`config.mk`:
```
export PLATFORM = sky130hd
export DESIGN_NAME = interrupt_arbiter
export DESIGN_NICKNAME = d
export VERILOG_FILES = /design/src/rtl/interrupt_arbiter.sv
export SDC_FILE = /design/constraint.sdc
export NUM_CORES = 1
export LEC_CHECK = 0
export CORE_ASPECT_RATIO = 1.2
export CORE_MARGIN = 2
export CORE_UTILIZATION = 62
export CTS_BUF_LIST = sky130_fd_sc_hd__clkbuf_2 sky130_fd_sc_hd__clkbuf_4 sky130_fd_sc_hd__clkbuf_8
export DETAILED_ROUTE_END_ITERATION = 12
export GPL_TIMING_DRIVEN = 0
export PLACE_DENSITY = 0.91
export SLEW_MARGIN = 20
export SYNTH_ARGS = -nofsm -noshare
export SYNTH_HDL_FRONTEND = slang
export SYNTH_SLANG_ARGS = --single-unit
```
`constraint.sdc`:
```
create_clock -name clk -period 7 [get_ports clk]
set_clock_uncertainty 0.05 [all_clocks]
set_input_delay 1.4 -clock clk [delete_from_list [all_inputs] [get_ports clk]]
set_output_delay 1.4 -clock clk [all_outputs]
set_load 0.01 [all_outputs]
```
`src/rtl/interrupt_arbiter.sv`:
```
// Interrupt arbiter: edge-detects raw exception sources, arbitrates among
// them by fixed priority with strict nesting, and tracks return addresses
// on an EPC stack. has_exp and is_eret are registered redirect pulses, and
// target_pc carries the redirect PC.
module interrupt_arbiter #(
  parameter int              NSRC     = 3,
  parameter logic [31:0]     VEC_BASE = 32'h0000_0800,
  parameter logic [NSRC-1:0] MASK_RST = {NSRC{1'b1}},
  localparam int             CW       = (NSRC > 1) ? $clog2(NSRC) : 1,
  localparam int             SPW      = $clog2(NSRC + 1)
) (
  input  logic            clk,
  input  logic            rst,
  input  logic [NSRC-1:0] src_in,
  input  logic [31:0]     pc_in,
  input  logic            stall,
  input  logic            eret,
  input  logic            mask_we,
  input  logic [NSRC-1:0] mask_wd,
  output logic            has_exp,
  output logic            is_eret,
  output logic [31:0]     target_pc,
  output logic [CW-1:0]   cause,
  output logic [NSRC-1:0] pending,
  output logic [NSRC-1:0] in_service,
  output logic [NSRC-1:0] mask,
  output logic [NSRC-1:0] overrun
);

  logic [NSRC-1:0] src_q;
  logic [NSRC-1:0] event_v;
  logic [NSRC-1:0] nest_ok;
  logic [NSRC-1:0] eligible;
  logic [NSRC-1:0] grant_oh;
  logic [NSRC-1:0] lowest_is;
  logic            grant_any;
  logic [CW-1:0]   grant_idx;
  logic [31:0]     grant_vec;
  logic            eret_ok;

  // Return-address stack. Nesting only ever admits a strictly higher
  // priority source, so at most NSRC entries can be live at once.
  logic [31:0]     epc_stack [NSRC];
  logic [SPW-1:0]  sp;
  logic [SPW-1:0]  sp_m1;

  // Rising-edge events on the raw source levels.
  assign event_v = src_in & ~src_q;

  // Return is accepted only while something is in service; it then owns
  // the cycle and blocks any new grant.
  assign eret_ok = eret && (in_service != '0);

  // Isolate the lowest-index in_service bit (the innermost handler).
  assign lowest_is = in_service & (~in_service + 1'b1);

  assign sp_m1 = sp - 1'b1;

  // Nesting filter, eligibility and fixed-priority selection.
  always_comb begin
    logic seen;
    logic found;
    // NOTE: every variable gets a default before any branch so that no
    // path leaves it unassigned, which would otherwise infer a latch.
    seen      = 1'b0;
    found     = 1'b0;
    nest_ok   = '0;
    grant_oh  = '0;
    grant_idx = '0;
    for (int i = 0; i < NSRC; i++) begin
      // A source may preempt only if no equal-or-higher priority source
      // is already in service.
      seen       = seen | in_service[i];
      nest_ok[i] = ~seen;
    end
    eligible = pending & mask & nest_ok & {NSRC{~stall & ~eret}};
    for (int i = 0; i < NSRC; i++) begin
      if (eligible[i] && !found) begin
        found       = 1'b1;
        grant_oh[i] = 1'b1;
        grant_idx   = CW'(i);
      end
    end
    grant_any = found;
    grant_vec = VEC_BASE + (32'(grant_idx) << 4);
  end

  // Edge-detect register, pending latch and sticky overrun flags.
  always_ff @(posedge clk) begin
    // NOTE: sequential state uses non-blocking assignments so every
    // register samples the pre-edge values regardless of statement order.
    if (!rst) begin
      src_q   <= '0;
      pending <= '0;
      overrun <= '0;
    end else begin
      src_q   <= src_in;
      // A new event on the granting edge re-arms pending without overrun.
      pending <= (pending & ~grant_oh) | event_v;
      overrun <= overrun | (event_v & pending & ~grant_oh);
    end
  end

  // Enable mask; a write is seen by arbitration from the following cycle.
  always_ff @(posedge clk) begin
    if (!rst) begin
      mask <= MASK_RST;
    end else if (mask_we) begin
      mask <= mask_wd;
    end
  end

  // Nesting state: in_service bits and the EPC stack.
  always_ff @(posedge clk) begin
    if (!rst) begin
      in_service <= '0;
      sp         <= '0;
      // NOTE: the stack contents are cleared explicitly on reset so a
      // return after reset can never expose stale addresses; this makes
      // the array flops rather than a RAM, which is fine at this depth.
      for (int i = 0; i < NSRC; i++) begin
        epc_stack[i] <= '0;
      end
    end else if (eret_ok) begin
      in_service <= in_service & ~lowest_is;
      sp         <= sp_m1;
    end else if (grant_any) begin
      in_service                 <= in_service | grant_oh;
      epc_stack[sp[CW-1:0]]      <= pc_in;
      sp                         <= sp + 1'b1;
    end
  end

  // Registered redirect pulses, target PC and cause.
  always_ff @(posedge clk) begin
    if (!rst) begin
      has_exp   <= 1'b0;
      is_eret   <= 1'b0;
      target_pc <= '0;
      cause     <= '0;
    end else begin
      has_exp <= grant_any;
      is_eret <= eret_ok;
      if (eret_ok) begin
        target_pc <= epc_stack[sp_m1[CW-1:0]];
      end else if (grant_any) begin
        target_pc <= grant_vec;
        cause     <= grant_idx;
      end
    end
  end

endmodule

```
### Word-level counts from Yosys, hierarchy flattened

Memories as Yosys holds them, arrays and structs flattened.
Cells that the tools add are included.

* word-level logic and storage cells: 70
* bits in registers: 53
* memories kept: 1
* bits in writable memories: 96

Memory list
* epc_stack: depth 3, bits a word 32, read ports 1, clocked after memory_dff 0, wr ports 3, RTL line 43 `logic [31:0] epc_stack [NSRC];`

* bitwise operators: 25
* add/subtract/negate cells: 4
* mux-type cells: 21
* reduce and logical (&&, ||, !) cells: 9

Operators by type and width (count)
* 32-bit two-way mux: 3
* 32-bit OR reduction: 1
* 3-bit bitwise AND: 9
* 12-bit by 6-bit adder with 13-bit output, first input constant: 1
* 1-bit two-way mux: 12
* 3-bit NOT: 4
* 3-bit bitwise OR: 3
* 2-bit two-way mux: 4
* 3-bit two-way mux: 2
* 1-bit NOT: 6
* 3-bit by 1-bit adder with 3-bit output, second input constant: 1
* 1-bit logical AND: 3
* 3-bit nonzero test: 1
* 2-bit by 1-bit adder with 2-bit output, second input constant: 1
* 1-bit zero test: 2
* 1-bit bitwise OR: 2
* 2-bit AND reduction: 1
* 2-bit nonzero test: 1
* 2-bit by 1-bit subtractor with 2-bit output, second input constant: 1
* 1-bit bitwise AND: 1

### Logic depth before layout (Yosys ltp)

Gate-level depths: netlist (run 1).

* word-level depth: 18
* gate-level depth with buffers: 9

### Worst setup path before layout (run 1)

No wires, ideal clock.

* kind: input port to flip-flop
* start point: input eret
* end point: memory epc_stack[3][0], enable pin
* arrival time: 3.323 ns
* data required time: 6.558 ns
* path slack: 3.235 ns
* stages: 5
* setup time: 0.392 ns
* cell sequence: or4_4 > a21o_1 > a21oi_4 > buf_2 > and2_1

RTL lines
* start, declared: RTL line 17 `input logic eret,`
* end, declared: RTL line 43

==> results of run 1 <==
[critical path, delay by kind of cell]
family | cells | cell delay [ps]
compound gates | 2 | 570
buf+inv | 3 | 1030
simple gates | 2 | 940
[logic make-up (layout without fill, tap and decap cells)]
| kind of cell | after synthesis | count (layout) | synth area share [%] |
|---|---|---|---|
| buffers and inverters | 41 | 166 | 2.83 |
| AND/OR/NAND/NOR | 144 | 144 | 11.9 |
| adder cells (fa/ha/maj) | 4 | 4 | 0.695 |
| flip-flops | 181 | 181 | 68.2 |
| AO/OA/AOI/OAI | 55 | 55 | 5.98 |
| multiplexers | 35 | 35 | 10.4 |
[final timing paths]
check | from | to | cells after the start | slack (ps)
hold reg to reg | overrun[1] | overrun[1] | 2 | 420
setup reg to reg | sp[0] | target_pc[7] | 8 | 3320
setup / recovery | eret | epc_stack[3][9] | 7 | 3150
hold / removal | overrun[1] | overrun[1] | 2 | 420
[power breakdown]
part / leakage, nW / internal [mW] / total (mW) / switching, mW
Sequential: 1.72 / 1.19 / 1.21 / 0.0183
Clock: 0.183 / 0.287 / 0.645 / 0.358
Combinational: 1.52 / 0.123 / 0.276 / 0.153
Total: 3.42 / 1.60 / 2.13 / 0.530
[flip-flops by register name, indices dropped and copies added (netlist names)]
register / cells
epc_stack: 128
target_pc: 32
in_service: 3
mask: 3
overrun: 3
pending: 3
src_q: 3
cause: 2
sp: 2
has_exp: 1
is_eret: 1
[per-layer routing]
metal | share of wire [%] | GRT usage, % | vias up
met1 | 34 | 33.4 | 2340
met2 | 55 | 49.4 | 307
met5 | 0 | 0 | -
met4 | 2.6 | 13.8 | 0
li1 | - | - | 2039
met3 | 7.9 | 5.28 | 41
[final cells by class]
| cell class | count | area, sq um |
|---|---|---|
| clock buffer | 19 | 249 |
| buffer | 37 | 189 |
| fill | 648 | 2720 |
| inverter | 4 | 15.0 |
| clock inverter | 13 | 109 |
| tap | 157 | 196 |
| timing repair buffer | 93 | 978 |
| multi-input combinational | 238 | 2100 |
| sequential | 181 | 4900 |
[per-stage QoR]
stage / total power, mW / area (sq um) / setup slack [ps]
2_1_floorplan: 1.38 / 7200 / 3240
3_3_place_gp: 1.49 / 8280 / 1960
3_5_place_dp: 1.50 / 8380 / 2710
4_1_cts: 2.13 / 8740 / 3190
5_1_grt: 2.19 / 8740 / 3090
6_report: 2.13 / 8740 / 3150
[placed cells by master (no fill, tap or decap), types with 3 or more instances in the layout]
cell type        count
edfxtp_1           128
and3_1              96
clkdlybuf4s50_1     89
dfxtp_1             53
mux4_2              32
a22o_1              29
clkbuf_1            20
clkbuf_8            17
nor2_1              11
nand2_1             10
a21oi_1              7
o21ai_0              6
clkbuf_2             6
clkinv_2             6
buf_6                5
nand4_1              5
buf_2                4
inv_1                4
o31ai_1              4
ha_1                 4
nand2_2              3
nor3_1               3
and2_1               3
mux2i_1              3
clkinvlp_4           3
buf_12               3
==> run_results.csv, run 1 <==
group,metric,value,unit
status,status,"finished clean",
synth,synth_area_leaders,"edfxtp_1 (53%), dfxtp_1 (15%), mux4_2 (10%)",
synth,dominantRegCellSynth,"edfxtp_1",
worst_setup_path,cp.arrival,3950,ps
grt,grt_pass1_wl,25.5,mm
synth,yosys_register_bits,181,
detailed_routing,wl_per_cell,22.6,um
synth,synth_top_area_share,53.4,%
synth,synth_nets,507,
detailed_routing,firstDrtPassIters,6,
synth,synthTopCellsByCount,"edfxtp_1 (128), and3_1 (96), dfxtp_1 (53)",
layout,diodes,0,
timing,slew_viol_final,0,
grt,grt_usage,28.3,%
synth,ys_async_sr_fraction,0,%
detailed_routing,vias,4727,
timing,setup_viol,0,
job,cap_violations,0,
timing,hold_violations,0,
timing,holdWs,423,ps
timing,slew_headroom,34.6,%
worst_setup_path,crit_path_start_kind,"primary input",
clock_network,cts.sinks,181,
synth,synth_cells,460,
worst_setup_path,crit_path_cell_trace,"clkdlybuf4s50_1 -> or4_4 -> a21o_1 -> a21oi_4 -> buf_2 -> and2_2 -> buf_12",
power,leakagePower,3.42,nW
synth,synth.most_common_cell,"edfxtp_1",
layout,layoutNonFillerInstCount,742,
placed_design,dp.final_hpwl,11.2,mm
worst_setup_path,crit_fanout,22,
floorplanning,die_w,102,um
synth,synth.avg_cell_area,15.6,sq um
detailed_routing,drt_iter0_drc,600,
floorplanning,die-area,0.0125,sq mm
timing,fin_crit,3850,ps
worst_setup_path,cp.required,7110,ps
floorplanning,core_area,0.0115,sq mm
layout,area_growth,21.4,%
clock_network,post_cts_resized,0,
grt,grt_overflow_total,0,
detailed_routing,avgViaCountPerCell,6.37,
layout,utilization,76.3,%
timing,worst_pin_slew,981,ps
floorplanning,die_y,122,um
timing,fmax,260,MHz
synth,ys_seq_area_share,68.2,%
clock_network,clock_path_buffers,2,
placed_design,port_buffers,89,
synth,synth_edf_count,128,
hold_path,min_path_type,"reg -> reg",
clock_network,numCtsBuffers,17,
clock_network,post_cts_buffers,0,
clock_network,cts_tree,"built",
synth,synth_cell_types,38,
timing,grt_setup_unrepaired,"false",
worst_setup_path,path_class,"in -> reg",
power,irDropWorstVdd,0.000163,V
layout,drive_gt1_share,15.9,%
grt,grt_pass1_vias,4747,
clock_network,cts-root-buf,"clkbuf_8",
placed_design,gp_congestion,0.800,
timing,fin_crit_sh,54.9,%
timing,tns,0,ps
clock_network,htree_levels,4,
floorplanning,rows,43,
worst_setup_path,crit_slowest_cell,"or4_4",
floorplanning,boundaryPins,91,
floorplanning,initial_utilization,62.8,%
worst_setup_path,slowest_delay,540,ps
clock_network,clk_pin_slew,80,ps
synth,synth_area,0.00720,sq mm
layout,nNetsFinal,619,
detailed_routing,drc,0,
clock_network,insertion_delay,450,ps
grt,antenna_found_initial,0,
detailed_routing,final_antenna_net_count,0,
detailed_routing,postRouteWirelength,16.8,mm
synth,synth_largest_area_cell,"edfxtp_1",
worst_setup_path,end_kind,"flip-flop",
power,power_density,244,mW/mm^2
placed_design,dpl.cell_count,710,
clock_network,cts_hold_buf,0,
grt,grt_max_degree,23,
synth,yosysWarningCount,0,
Power figures use the tool's default switching activity.
==> inputs of run 2 (changes only) <==
- CORE_UTILIZATION: 62 -> 57
- PLACE_DENSITY: 0.91 -> 0.85
- clock period: 7 -> 4 ns (I/O delays scaled with it)
==> run 2 against run 1 <==
  * Critical endpoint is now target_pc[6]
  * Cell count grew 0.54%
  * Die area grew 8.5%
  * First-iteration DRC count shrank 23%
  * Power grew 81%
  * Design area grew 0.56%
  * Sequential share of layout area shrank 0.31 points
  * Hold slack lost 2.0 ps
==> run_results.csv, run 2 (synthesis results as in run 1) <==
group,metric,value,unit
worst_setup_path,crit_path_start_kind,"flip-flop",
detailed_routing,final_antenna_net_count,0,
grt,grt_overflow_total,0,
worst_setup_path,crit_path_cell_trace,"buf_2 -> buf_1 -> inv_1 -> ha_1 -> clkbuf_1 -> clkbuf_1 -> mux4_2 -> a22o_1",
worst_setup_path,ff2ff_path_depth,8,
worst_setup_path,r2r-start,"sp[0]",
worst_setup_path,crit_fanout,10,
layout,area_growth,22.1,%
layout,regMostFlops,"epc_stack",
hold_path,hp-start,"overrun[1]",
clock_network,htree_levels,4,
timing,setup_viol,0,
floorplanning,initial_utilization,58.9,%
layout,reg.largest.list,"epc_stack: 128 flops, target_pc: 32 flops",
worst_setup_path,end_kind,"flip-flop",
floorplanning,die_y,127,um
worst_setup_path,cp.arrival,4000,ps
clock_network,cts_tree,"built",
timing,fmax,271,MHz
timing,fin_crit_sh,92.1,%
detailed_routing,wl_per_cell,22.5,um
layout,layoutNonFillerInstCount,746,
grt,grt_max_degree,27,
placed_design,dpl.cell_count,714,
clock_network,insertion_delay,470,ps
worst_setup_path,slowest_delay,670,ps
timing,worst_pin_slew,929,ps
grt,grt_pass1_wl,25.8,mm
placed_design,dp.final_hpwl,11.4,mm
placed_design,port_buffers,89,
status,status,"finished clean",
job,cap_violations,0,
detailed_routing,vias,4682,
detailed_routing,avgViaCountPerCell,6.28,
hold_path,hold_depth,2,
layout,largest_reg_flops,128,
placed_design,gp_congestion,0.828,
detailed_routing,firstDrtPassIters,5,
floorplanning,boundaryPins,91,
worst_setup_path,crit_slowest_cell,"buf_1",
layout,drive_gt1_share,15.7,%
clock_network,cts.sinks,181,
worst_setup_path,worstSetupPathDepth,8,
layout,diodes,0,
worst_setup_path,cp_num_buf_inv,5,
clock_network,post_cts_resized,0,
worst_setup_path,cp.required,4310,ps
floorplanning,core_area,0.0122,sq mm
clock_network,numCtsBuffers,17,
power,leakagePower,3.44,nW
layout,final_common_cell,"edfxtp_1",
clock_network,cts_hold_buf,0,
timing,tns,0,ps
power,power_density,437,mW/mm^2
detailed_routing,drt_iter0_drc,464,
grt,grt_usage,25.7,%
floorplanning,die_w,107,um
detailed_routing,postRouteWirelength,16.8,mm
timing,fin_crit,3690,ps
timing,slew_headroom,38.1,%
grt,antenna_found_initial,0,
timing,slew_viol_final,0,
worst_setup_path,path_class,"reg -> reg",
timing,grt_setup_unrepaired,"false",
floorplanning,die-area,0.0135,sq mm
clock_network,cts-root-buf,"clkbuf_8",
hold_path,min_path_type,"reg -> reg",
clock_network,clock_path_buffers,2,
layout,mostFrequentLayoutCells,"edfxtp_1 (128), and3_1 (96), clkdlybuf4s50_1 (89)",
clock_network,post_cts_buffers,0,
floorplanning,rows,44,
layout,nNetsFinal,619,
detailed_routing,drc,0,
worst_setup_path,r2r-end,"target_pc[6]",
worst_setup_path,cp_common_cell,"clkbuf_1",
hold_path,hold_end,"overrun[1]",
grt,grt_pass1_vias,4710,
clock_network,clk_pin_slew,90,ps
power,irDropWorstVdd,0.000234,V
timing,hold_violations,0,
worst_setup_path,crit_family,"buffers and inverters",
worst_setup_path,reg2reg_setup_slack,310,ps
-- run 2: cell count changes in the layout (fill, tap and decap cells not counted), moves of 2 or more --
cell / change
clkinvlp_4: -2
inv_6: +3
clkinv_2: -5
clkinv_4: +2
-- run 2: how the worst max path moves through the flow --
| stage | from | endpoint | slack [ps] |
|---|---|---|---|
| finish | sp[0] | target_pc[6] | 310 |
| global route | sp[0] | target_pc[6] | 50 |
| CTS | sp[0] | target_pc[0] | 230 |
| global placement | eret | epc_stack[3][15] | -490 |
| floorplan | eret | epc_stack[3][0] | 840 |
| detailed placement | eret | epc_stack[3][16] | 210 |
-- run 2: layout make-up --
class,count,area [sq um]
Clock inverter,13,146
Inverter,4,15.0
Fill cell,789,3430
Buffer,37,189
Timing Repair Buffer,93,978
Sequential cell,181,4900
Tap cell,161,201
Multi-Input combinational cell,238,2100
Clock buffer,19,255
-- run 2: report_power, final --
| part | internal (mW) | switching (mW) |
|---|---|---|
| clock | 0.588 | 0.660 |
| sequential | 2.08 | 0.0308 |
| combinational | 0.214 | 0.269 |
| total | 2.88 | 0.960 |
-- run 2: worst register-to-register path: cells and delay by family, from the launching register on --
family                     cells  cell delay, ps
buffers and inverters          5            2180
muxes                          1             440
DFF                            1             370
adders and majority gates      1             350
AOI/OAI and AO/OA              1             200
-- run 2: metal layers --
layer | wire length [um] | vias up | track usage (%)
met5 | 0 | - | 0
met4 | 402 | 0 | 11.0
met3 | 1270 | 32 | 4.39
met2 | 8860 | 267 | 43.8
met1 | 6270 | 2346 | 32.8
li1 | - | 2037 | -
-- run 2: per-stage QoR --
stage / cell area (sq um) / hold slack [ps] / setup slack (ps) / util [%] / power, mW
after detailed placement: 8390 / 404 / 213 / 68.6 / 2.64
after global routing: 8790 / 448 / 52.6 / 71.9 / 3.96
after global placement: 8290 / 389 / -493 / 67.8 / 2.61
after floorplan: 7200 / 428 / 835 / - / 2.42
after CTS: 8790 / 421 / 233 / 71.9 / 3.85
final: 8790 / 421 / 315 / 71.9 / 3.84
==> inputs of run 3 (changes only) <==
- PLACE_DENSITY: 0.85 -> 0.83
==> run 3 against run 2 <==
  * Power is 3.6% higher
  * Non-clock buffer count is the same
  * Count of clock-buffer cells in the layout decreased by 1
  * First-iteration DRC count down 6.3%
==> run_results.csv, run 3 (synthesis results as in run 1) <==
group,metric,value,unit
layout,area_growth,22.7,%
grt,grt_overflow_total,0,
detailed_routing,avgViaCountPerCell,6.29,
clock_network,clk_pin_slew,80,ps
detailed_routing,drt_iter0_drc,435,
worst_setup_path,cp_common_cell,"clkbuf_1",
placed_design,place_ws,207,ps
timing,setup_viol,0,
placed_design,place_area,0.00839,sq mm
detailed_routing,firstDrtPassIters,5,
clock_network,htree_levels,4,
detailed_routing,drc,0,
placed_design,dpl.cell_count,714,
power,irDropWorstVdd,0.000283,V
timing,holdWs,431,ps
worst_setup_path,cp_num_buf_inv,5,
timing,grt_setup_unrepaired,"false",
layout,utilization,72.3,%
layout,nNetsFinal,619,
power,leakagePower,3.46,nW
detailed_routing,wl_per_cell,23.0,um
worst_setup_path,cp.arrival,4010,ps
worst_setup_path,end_kind,"flip-flop",
grt,grt_max_degree,26,
floorplanning,boundaryPins,91,
placed_design,port_buffers,89,
timing,worst_pin_slew,958,ps
clock_network,clock_path_buffers,2,
grt,grt_pass1_wl,26.6,mm
layout,nFillCells,768,
placed_design,gp_congestion,0.838,
clock_network,cts_hold_buf,0,
timing,slew_headroom,36.1,%
power,power,3.98,mW
layout,largest_reg_flops,128,
clock_network,post_cts_resized,0,
job,cap_violations,0,
clock_network,cts_tree,"built",
detailed_routing,final_antenna_net_count,0,
worst_setup_path,cp.required,4300,ps
worst_setup_path,path_class,"reg -> reg",
clock_network,insertion_delay,460,ps
timing,tns,0,ps
power,power_density,451,mW/mm^2
timing,hold_violations,0,
layout,layoutNonFillerInstCount,746,
layout,regMostFlops,"epc_stack",
detailed_routing,postRouteWirelength,17.1,mm
clock_network,cts.sinks,181,
grt,grt_usage,26.6,%
worst_setup_path,crit_path_start_kind,"flip-flop",
grt,antenna_found_initial,0,
floorplanning,rows,44,
layout,design_area,0.00883,sq mm
layout,final_common_cell,"edfxtp_1",
worst_setup_path,slowest_delay,660,ps
placed_design,dp.final_hpwl,11.3,mm
clock_network,cts-root-buf,"clkbuf_8",
clock_network,post_cts_buffers,0,
worst_setup_path,crit_slowest_cell,"buf_1",
layout,drive_gt1_share,15.9,%
worst_setup_path,crit_fanout,10,
floorplanning,initial_utilization,58.9,%
hold_path,min_path_type,"reg -> reg",
worst_setup_path,crit_family,"buffers and inverters",
layout,diodes,0,
detailed_routing,vias,4692,
floorplanning,die_y,127,um
timing,slew_viol_final,0,
timing,fmax,270,MHz
grt,grt_pass1_vias,4871,
floorplanning,die_w,107,um
floorplanning,die-area,0.0135,sq mm
status,status,"finished clean",
timing,fin_crit,3710,ps
timing,fin_crit_sh,92.7,%
floorplanning,core_area,0.0122,sq mm
layout,reg.largest.list,"epc_stack: 128 flops, target_pc: 32 flops",
timing,timing.final.ws_setup,292,ps
clock_network,numCtsBuffers,17,
layout,mostFrequentLayoutCells,"edfxtp_1 (128), and3_1 (96), clkdlybuf4s50_1 (89)",
worst_setup_path,crit_path_cell_trace,"buf_2 -> buf_1 -> inv_1 -> ha_1 -> clkbuf_1 -> clkbuf_1 -> mux4_2 -> a22o_1",
run 3: final cells by class:
cell class,instances,area (sq um),area share (%)
Sequential cell,181,4900,55.5
Multi-Input combinational cell,238,2100,23.7
Timing Repair Buffer,93,978,11.1
Clock buffer,18,248,2.80
Tap cell,161,201,2.28
Clock inverter,14,199,2.25
Buffer,37,189,2.14
Inverter,4,15.0,0.170
run 3: worst register-to-register path, delay by kind of cell (launching register included):
family	cells	cell delay [ps]
compound gates	1	200
fa+ha+maj	1	340
buf+inv	5	2210
flops	1	370
mux	1	440
run 3: path summary, 6_finish.rpt:
path | cells past startpoint | endpoint | startpoint | slack (ps)
worst min register to register | 2 | overrun[0] | overrun[0] | 430
worst max register to register | 8 | target_pc[9] | sp[0] | 290
worst max-delay path | 8 | target_pc[9] | sp[0] | 290
worst min-delay path | 2 | overrun[0] | overrun[0] | 430
run 3: power by group:
group          internal [mW]  switching (mW)
Sequential              2.08          0.0306
Clock                  0.706           0.676
Combinational          0.214           0.272
run 3: routing by layer:
layer  GRT usage, %  wire length (um)
met2           45.4              8940
met4           11.5               483
met5              0                 0
met1           32.8              6400
met3           5.61              1300
